**config.mk**
```make
export PLATFORM = sky130hd
export DESIGN_NAME = ks_note_sequencer
export DESIGN_NICKNAME = d
export VERILOG_FILES = /design/src/rtl/ks_note_sequencer.sv
export SDC_FILE = /design/constraint.sdc
export NUM_CORES = 1
export LEC_CHECK = 0
export ABC_AREA = 1
export CAP_MARGIN = 25
export CORE_MARGIN = 4
export CORE_UTILIZATION = 40
export DETAILED_ROUTE_END_ITERATION = 7
export HOLD_SLACK_MARGIN = 0.02
export SLEW_MARGIN = 15
export SYNTH_ARGS = -nofsm -noshare
export SYNTH_HDL_FRONTEND = slang
export SYNTH_SLANG_ARGS = --single-unit
```
**constraint.sdc**
```tcl
create_clock -name clk_i -period 2.2 [get_ports clk_i]
set_input_delay 0.44 -clock clk_i [delete_from_list [all_inputs] [get_ports clk_i]]
set_output_delay 0.44 -clock clk_i [all_outputs]
set_load 0.02 [all_outputs]
```
**src/rtl/ks_note_sequencer.sv**
```systemverilog
`default_nettype none
// ============================================================================
// Module   : ks_note_sequencer
// Purpose  : Step sequencer that plays a small pattern of string periods into
//            a Karplus-Strong voice. Each step lasts max(tempo_i, 2*PLUCK_HOLD)
//            cycles. The step's period is latched on entry, and a pluck pulse
//            of PLUCK_HOLD cycles opens every non-rest step.
// Ports    : clk_i, rst_ni       - clock, async active-low reset
//            start_i, stop_i     - (re)start at step 0 / abort playback
//            loop_i, len_i       - wrap after last step / index of last step
//            tempo_i             - cycles per step (floored at 2*PLUCK_HOLD)
//            wr_en_i/addr/data   - pattern write port (0 = rest)
//            period_o, pluck_o   - voice controls (registered)
//            mute_o, step_o      - rest/idle indicator, current step
//            busy_o, done_o      - playing flag, end-of-run pulse
// Revision : 1.0 - initial release
// ============================================================================
module ks_note_sequencer #(
  parameter int DATA_WIDTH  = 8,
  parameter int STEPS       = 8,
  parameter int TEMPO_WIDTH = 16,
  parameter int PLUCK_HOLD  = 4,
  localparam int SW = (STEPS > 1) ? $clog2(STEPS) : 1
) (
  input  logic                   clk_i,
  input  logic                   rst_ni,
  input  logic                   start_i,
  input  logic                   stop_i,
  input  logic                   loop_i,
  input  logic [SW-1:0]          len_i,
  input  logic [TEMPO_WIDTH-1:0] tempo_i,
  input  logic                   wr_en_i,
  input  logic [SW-1:0]          wr_addr_i,
  input  logic [DATA_WIDTH-1:0]  wr_data_i,
  output logic [DATA_WIDTH-1:0]  period_o,
  output logic                   pluck_o,
  output logic                   mute_o,
  output logic [SW-1:0]          step_o,
  output logic                   busy_o,
  output logic                   done_o
);

  localparam logic [TEMPO_WIDTH-1:0] c_HOLD     = TEMPO_WIDTH'(PLUCK_HOLD);
  localparam logic [TEMPO_WIDTH-1:0] c_MIN_STEP = TEMPO_WIDTH'(2 * PLUCK_HOLD);

  typedef enum logic [0:0] {
    S_IDLE = 1'b0,
    S_PLAY = 1'b1
  } state_t;

  state_t                  r_state;
  logic [SW-1:0]           r_step;
  logic [TEMPO_WIDTH-1:0]  r_tcnt;
  logic [DATA_WIDTH-1:0]   r_cur;
  logic [DATA_WIDTH-1:0]   r_pattern [STEPS];

  state_t                  w_state_nxt;
  logic [SW-1:0]           w_step_nxt;
  logic [TEMPO_WIDTH-1:0]  w_tcnt_nxt;
  logic [DATA_WIDTH-1:0]   w_cur_nxt;
  logic                    w_done_nxt;
  logic                    w_enter;
  logic [TEMPO_WIDTH-1:0]  w_step_len;
  logic                    w_step_end;
  logic                    w_sounding;
  logic                    w_pluck_nxt;

  // A zero or short tempo is stretched so every pluck is followed by at least
  // PLUCK_HOLD low cycles; the downstream synchroniser needs that gap.
  assign w_step_len = (tempo_i < c_MIN_STEP) ? c_MIN_STEP : tempo_i;

  // ">=" rather than "==" so a tempo shortened mid-step still ends the step
  // instead of letting tcnt run all the way round.
  assign w_step_end = (r_tcnt >= (w_step_len - TEMPO_WIDTH'(1)));

  // Next-state / next-output logic
  always_comb begin
    w_state_nxt = r_state;
    w_step_nxt  = r_step;
    w_tcnt_nxt  = r_tcnt;
    w_cur_nxt   = r_cur;
    w_done_nxt  = 1'b0;
    w_enter     = 1'b0;

    if (stop_i) begin
      w_state_nxt = S_IDLE;
    end else if (start_i) begin
      w_state_nxt = S_PLAY;
      w_step_nxt  = '0;
      w_tcnt_nxt  = '0;
      w_enter     = 1'b1;
    end else if (r_state == S_PLAY) begin
      if (w_step_end) begin
        if (r_step != len_i) begin
          // Natural SW-bit wrap also covers len_i dropping below the step.
          w_step_nxt = r_step + SW'(1);
          w_tcnt_nxt = '0;
          w_enter    = 1'b1;
        end else if (loop_i) begin
          w_step_nxt = '0;
          w_tcnt_nxt = '0;
          w_enter    = 1'b1;
        end else begin
          w_state_nxt = S_IDLE;
          w_done_nxt  = 1'b1;
        end
      end else begin
        w_tcnt_nxt = r_tcnt + TEMPO_WIDTH'(1);
      end
    end

    // The period is captured only on step entry, so a write to the playing
    // step is heard the next time that step is entered.
    if (w_enter) begin
      w_cur_nxt = r_pattern[w_step_nxt];
    end

    w_sounding  = (w_state_nxt == S_PLAY) && (w_cur_nxt != '0);
    w_pluck_nxt = w_sounding && (w_tcnt_nxt < c_HOLD);
  end

  // State and registered outputs. Outputs are computed from next-state values
  // so they line up with the state they describe (pluck rises in the first
  // cycle of a step).
  always_ff @(posedge clk_i or negedge rst_ni) begin
    if (!rst_ni) begin
      r_state  <= S_IDLE;
      r_step   <= '0;
      r_tcnt   <= '0;
      r_cur    <= '0;
      period_o <= '0;
      pluck_o  <= 1'b0;
      mute_o   <= 1'b1;
      step_o   <= '0;
      busy_o   <= 1'b0;
      done_o   <= 1'b0;
    end else begin
      r_state  <= w_state_nxt;
      r_step   <= w_step_nxt;
      r_tcnt   <= w_tcnt_nxt;
      r_cur    <= w_cur_nxt;
      period_o <= w_cur_nxt;
      pluck_o  <= w_pluck_nxt;
      mute_o   <= !w_sounding;
      step_o   <= w_step_nxt;
      busy_o   <= (w_state_nxt == S_PLAY);
      done_o   <= w_done_nxt;
    end
  end

  // Pattern storage, writable in any state.
  always_ff @(posedge clk_i or negedge rst_ni) begin
    if (!rst_ni) begin
      for (int i = 0; i < STEPS; i++) begin
        r_pattern[i] <= '0;
      end
    end else if (wr_en_i) begin
      r_pattern[wr_addr_i] <= wr_data_i;
    end
  end

endmodule
`default_nettype wire
```
==> flow_metrics.py <==
metrics = {
    "outcome": {
        "status": "complete, but fails checks",
        "violations": "negative setup slack",
    },
    "drt": {
        "ant_nets": 0,
        "avgRoutedWirePerCell_um": 16.0,
        "routed_via_density": 5.26,
        "drc_errors": 0,
        "vias": 6070,
        "dr.first_iter.drc_count": 396,
        "drt-total-wl_mm": 18.5,
        "drt_pass1_iterations": 5,
    },
    "floorplanning": {
        "dieWidth_um": 129,
        "die_area_um2": 16700,
        "die_h_um": 129,
        "initial_core_util_pct": 40.6,
        "rows": 44,
        "io_pins": 51,
        "coreArea_um2": 14500,
    },
    "timing": {
        "fin_skew_ns": 0.0108,
        "tightestPinTransition_ns": 0.588,
        "layout_worst_path_cycle_share_pct": 194,
        "fmax_mhz": 234,
        "layout_setup_ws_ns": -2.08,
        "setup_tns_ns": -50.28,
        "slew_violations": 0,
        "whs_ns": 0.483,
        "rsz0062_at_grt": "yes",
        "setup_viol": 31,
        "layout_min_cycle_time_ns": 4.28,
        "slew_headroom_pct": 60.7,
        "hold_viol": 0,
    },
    "clock_tree": {
        "clock-root-buffer": "clkbuf_16",
        "clock_sinks": 95,
        "cts.path.max_buffers": 2,
        "clkLatencyLatePin_ns": 0.36,
        "clk_pin_slew_ns": 0.07,
        "htreeDepth": 3,
        "cts_made_buffers": 9,
        "cts_tree": "done",
    },
    "cells_and_area": {
        "final_nets": 1019,
        "syn_to_final_growth_pct": 49.3,
        "diodes": 0,
        "drive_gt1_share_pct": 31.7,
        "final_cell_count_no_fill": 1153,
    },
    "synth": {
        "synth_top_area_share_pct": 40.0,
        "yosysMostFrequentCell": "nand2_1",
        "synthDistinctLibCells": 46,
        "yosysTopAreaCell": "dfrtp_1",
        "synth.area.top_cells": "dfrtp_1, nand2_1, o21ai_0",
        "syn_nets": 832,
        "async_reset_ff_share_pct": 100,
        "seq_area_frac_synth_pct": 40.4,
        "avgSynthCellArea_um2": 7.57,
        "synth_area_um2": 5890,
        "synth_edf_count": 0,
        "ys_seq_elements": 95,
        "synth_flop_cell": "dfrtp_1",
        "synth_common_cells": "nand2_1, inv_1, dfrtp_1",
        "ys_warn_count": 0,
        "syn_inst": 777,
    },
    "global_route": {
        "grt_max_degree": 70,
        "grt_pass1_vias": 6115,
        "antenna_found_initial": 0,
        "grt_use_total_pct": 22.4,
        "grt_pass1_wl_mm": 29.7,
        "overflow": 0,
    },
    "power": {
        "p_switching_mw": 2.12,
        "p_sw_share_pct": 34.6,
        "power_frac_seq_pct": 37.4,
        "intPower_mw": 4.00,
        "p_clk_share_pct": 26.5,
        "leakagePower_nw": 4.22,
        "power_density_nw_per_um2": 696,
        "ir_drop_mv": 0.492,
        "combPwrFrac_pct": 36.2,
    },
    "setup_path": {
        "end_kind": "flip-flop",
        "r2r_slack_ns": -0.62,
        "arrival_ns": 4.53,
        "critPathSlowestCell": "nor4_4",
        "required_ns": 2.46,
        "crit_path_start_kind": "input port",
        "critPathKind": "input port to flip-flop",
        "worst-path-max-fanout": 8,
        "slowest_delay_ns": 0.28,
        "crit_top_cell": "nand2_4",
    },
    "worst_hold_path": {
        "hold_class": "flip-flop to flip-flop",
    },
    "run": {
        "max_cap_violations": 0,
    },
    "placed_design": {
        "dp_cells": 1090,
        "dpl.hpwl_mm": 12.5,
        "globalplace.congestion": 0.880,
        "portBuffers": 50,
    },
}
-- cells in the final DEF, fill, tap and decap left out, types with 12 or more instances in the layout --
cell,netlist,layout
nand3_2,3,34
dfrtp_1,94,94
clkdlybuf4s50_1,0,33
ha_1,19,17
nand3_1,84,48
nand2_2,10,22
buf_6,6,22
a21oi_1,14,12
o21ai_1,7,19
inv_1,101,99
buf_12,0,12
nand2_4,3,18
nor3_1,15,12
xor2_1,14,14
nand2_1,186,159
buf_4,2,114
nor2_1,34,25
o21ai_0,86,72
nand3b_1,18,18
-- registers in the layout (all words and copies together) (netlist names) --
name / cells
done_o: 1
mute_o: 1
pluck_o: 1
r_cur: 8
r_pattern: 64
r_state: 1
r_step: 3
r_tcnt: 16
-- critical path: cells and delay by family --
| family | cells | cell delay [ns] |
|---|---|---|
| XOR/XNOR | 1 | 0.18 |
| adder cells (fa/ha/maj) | 2 | 0.41 |
| AND/OR/NAND/NOR | 26 | 2.79 |
| buffers and inverters | 5 | 0.69 |
-- per-layer routing --
layer	vias to the layer above	part of all wire, %	GRT usage, %
met2	188	54	40.5
met1	2902	39	26.1
li1	2936	-	-
met3	44	4.3	3.46
met5	-	0	0
met4	0	3.3	9.82
-- logic make-up after synthesis --
group | synth area share [%]
simple gates | 30.3
xor+xnor | 3.13
fa+ha+maj | 4.04
compound gates | 12.3
buf+inv | 9.86
flops | 40.4
-- worst paths after layout --
| kind | startpoint | cells after the start | endpoint |
|---|---|---|---|
| max | tempo_i[5] | 34 | pluck_o |
| min | r_pattern[52] | 2 | r_pattern[52] |
| max in group asynchronous | rst_ni | 3 | r_pattern[1] |
| min in group asynchronous | rst_ni | 2 | r_tcnt[5] |
| min reg2reg | r_pattern[52] | 2 | r_pattern[52] |
| max reg2reg | r_tcnt[5] | 23 | r_cur[6] |
-- power by group through the flow --
| stage | clock [mW] | sequential (mW) | combinational, mW |
|---|---|---|---|
| finish | 1.62 | 2.29 | 2.21 |
| global placement | 0 | 2.29 | 1.75 |
| floorplan | 0 | 2.33 | 0.980 |
| detailed placement | 0 | 2.30 | 1.80 |
| CTS | 1.65 | 2.28 | 2.10 |
| global route | 1.72 | 2.32 | 2.43 |
-- area by class of cell --
type	count	area, µm²
fill	1245	5690
multi-input combinational	548	3530
sequential	95	2380
timing repair buffer	199	1920
inverter	111	424
clock buffer	12	246
tap	184	230
clock inverter	4	55.1
-- stage by stage --
| stage | worst slack [ns] | area, µm² | total power, mW | util (%) |
|---|---|---|---|---|
| final | -2.08 | 8790 | 6.12 | 60.7 |
| after CTS | -1.96 | 8510 | 6.02 | 58.8 |
| after global routing | -2.38 | 8790 | 6.47 | 60.7 |
| after detailed placement | -2.76 | 7370 | 4.10 | 50.9 |
| after global placement | -2.63 | 7370 | 4.04 | 50.9 |
| after floorplan | -1.76 | 5940 | 3.31 | - |
-- repair_timing --
item,4_1_cts,5_1_grt
endpoints found under the setup margin,32,31
pin swaps,57,44
resized for setup,155,48
cloned,7,2
endpoints found under the hold margin,4,0
hold buffers,1,0
setup buffers,34,9
(Power assumes the default switching activity.)
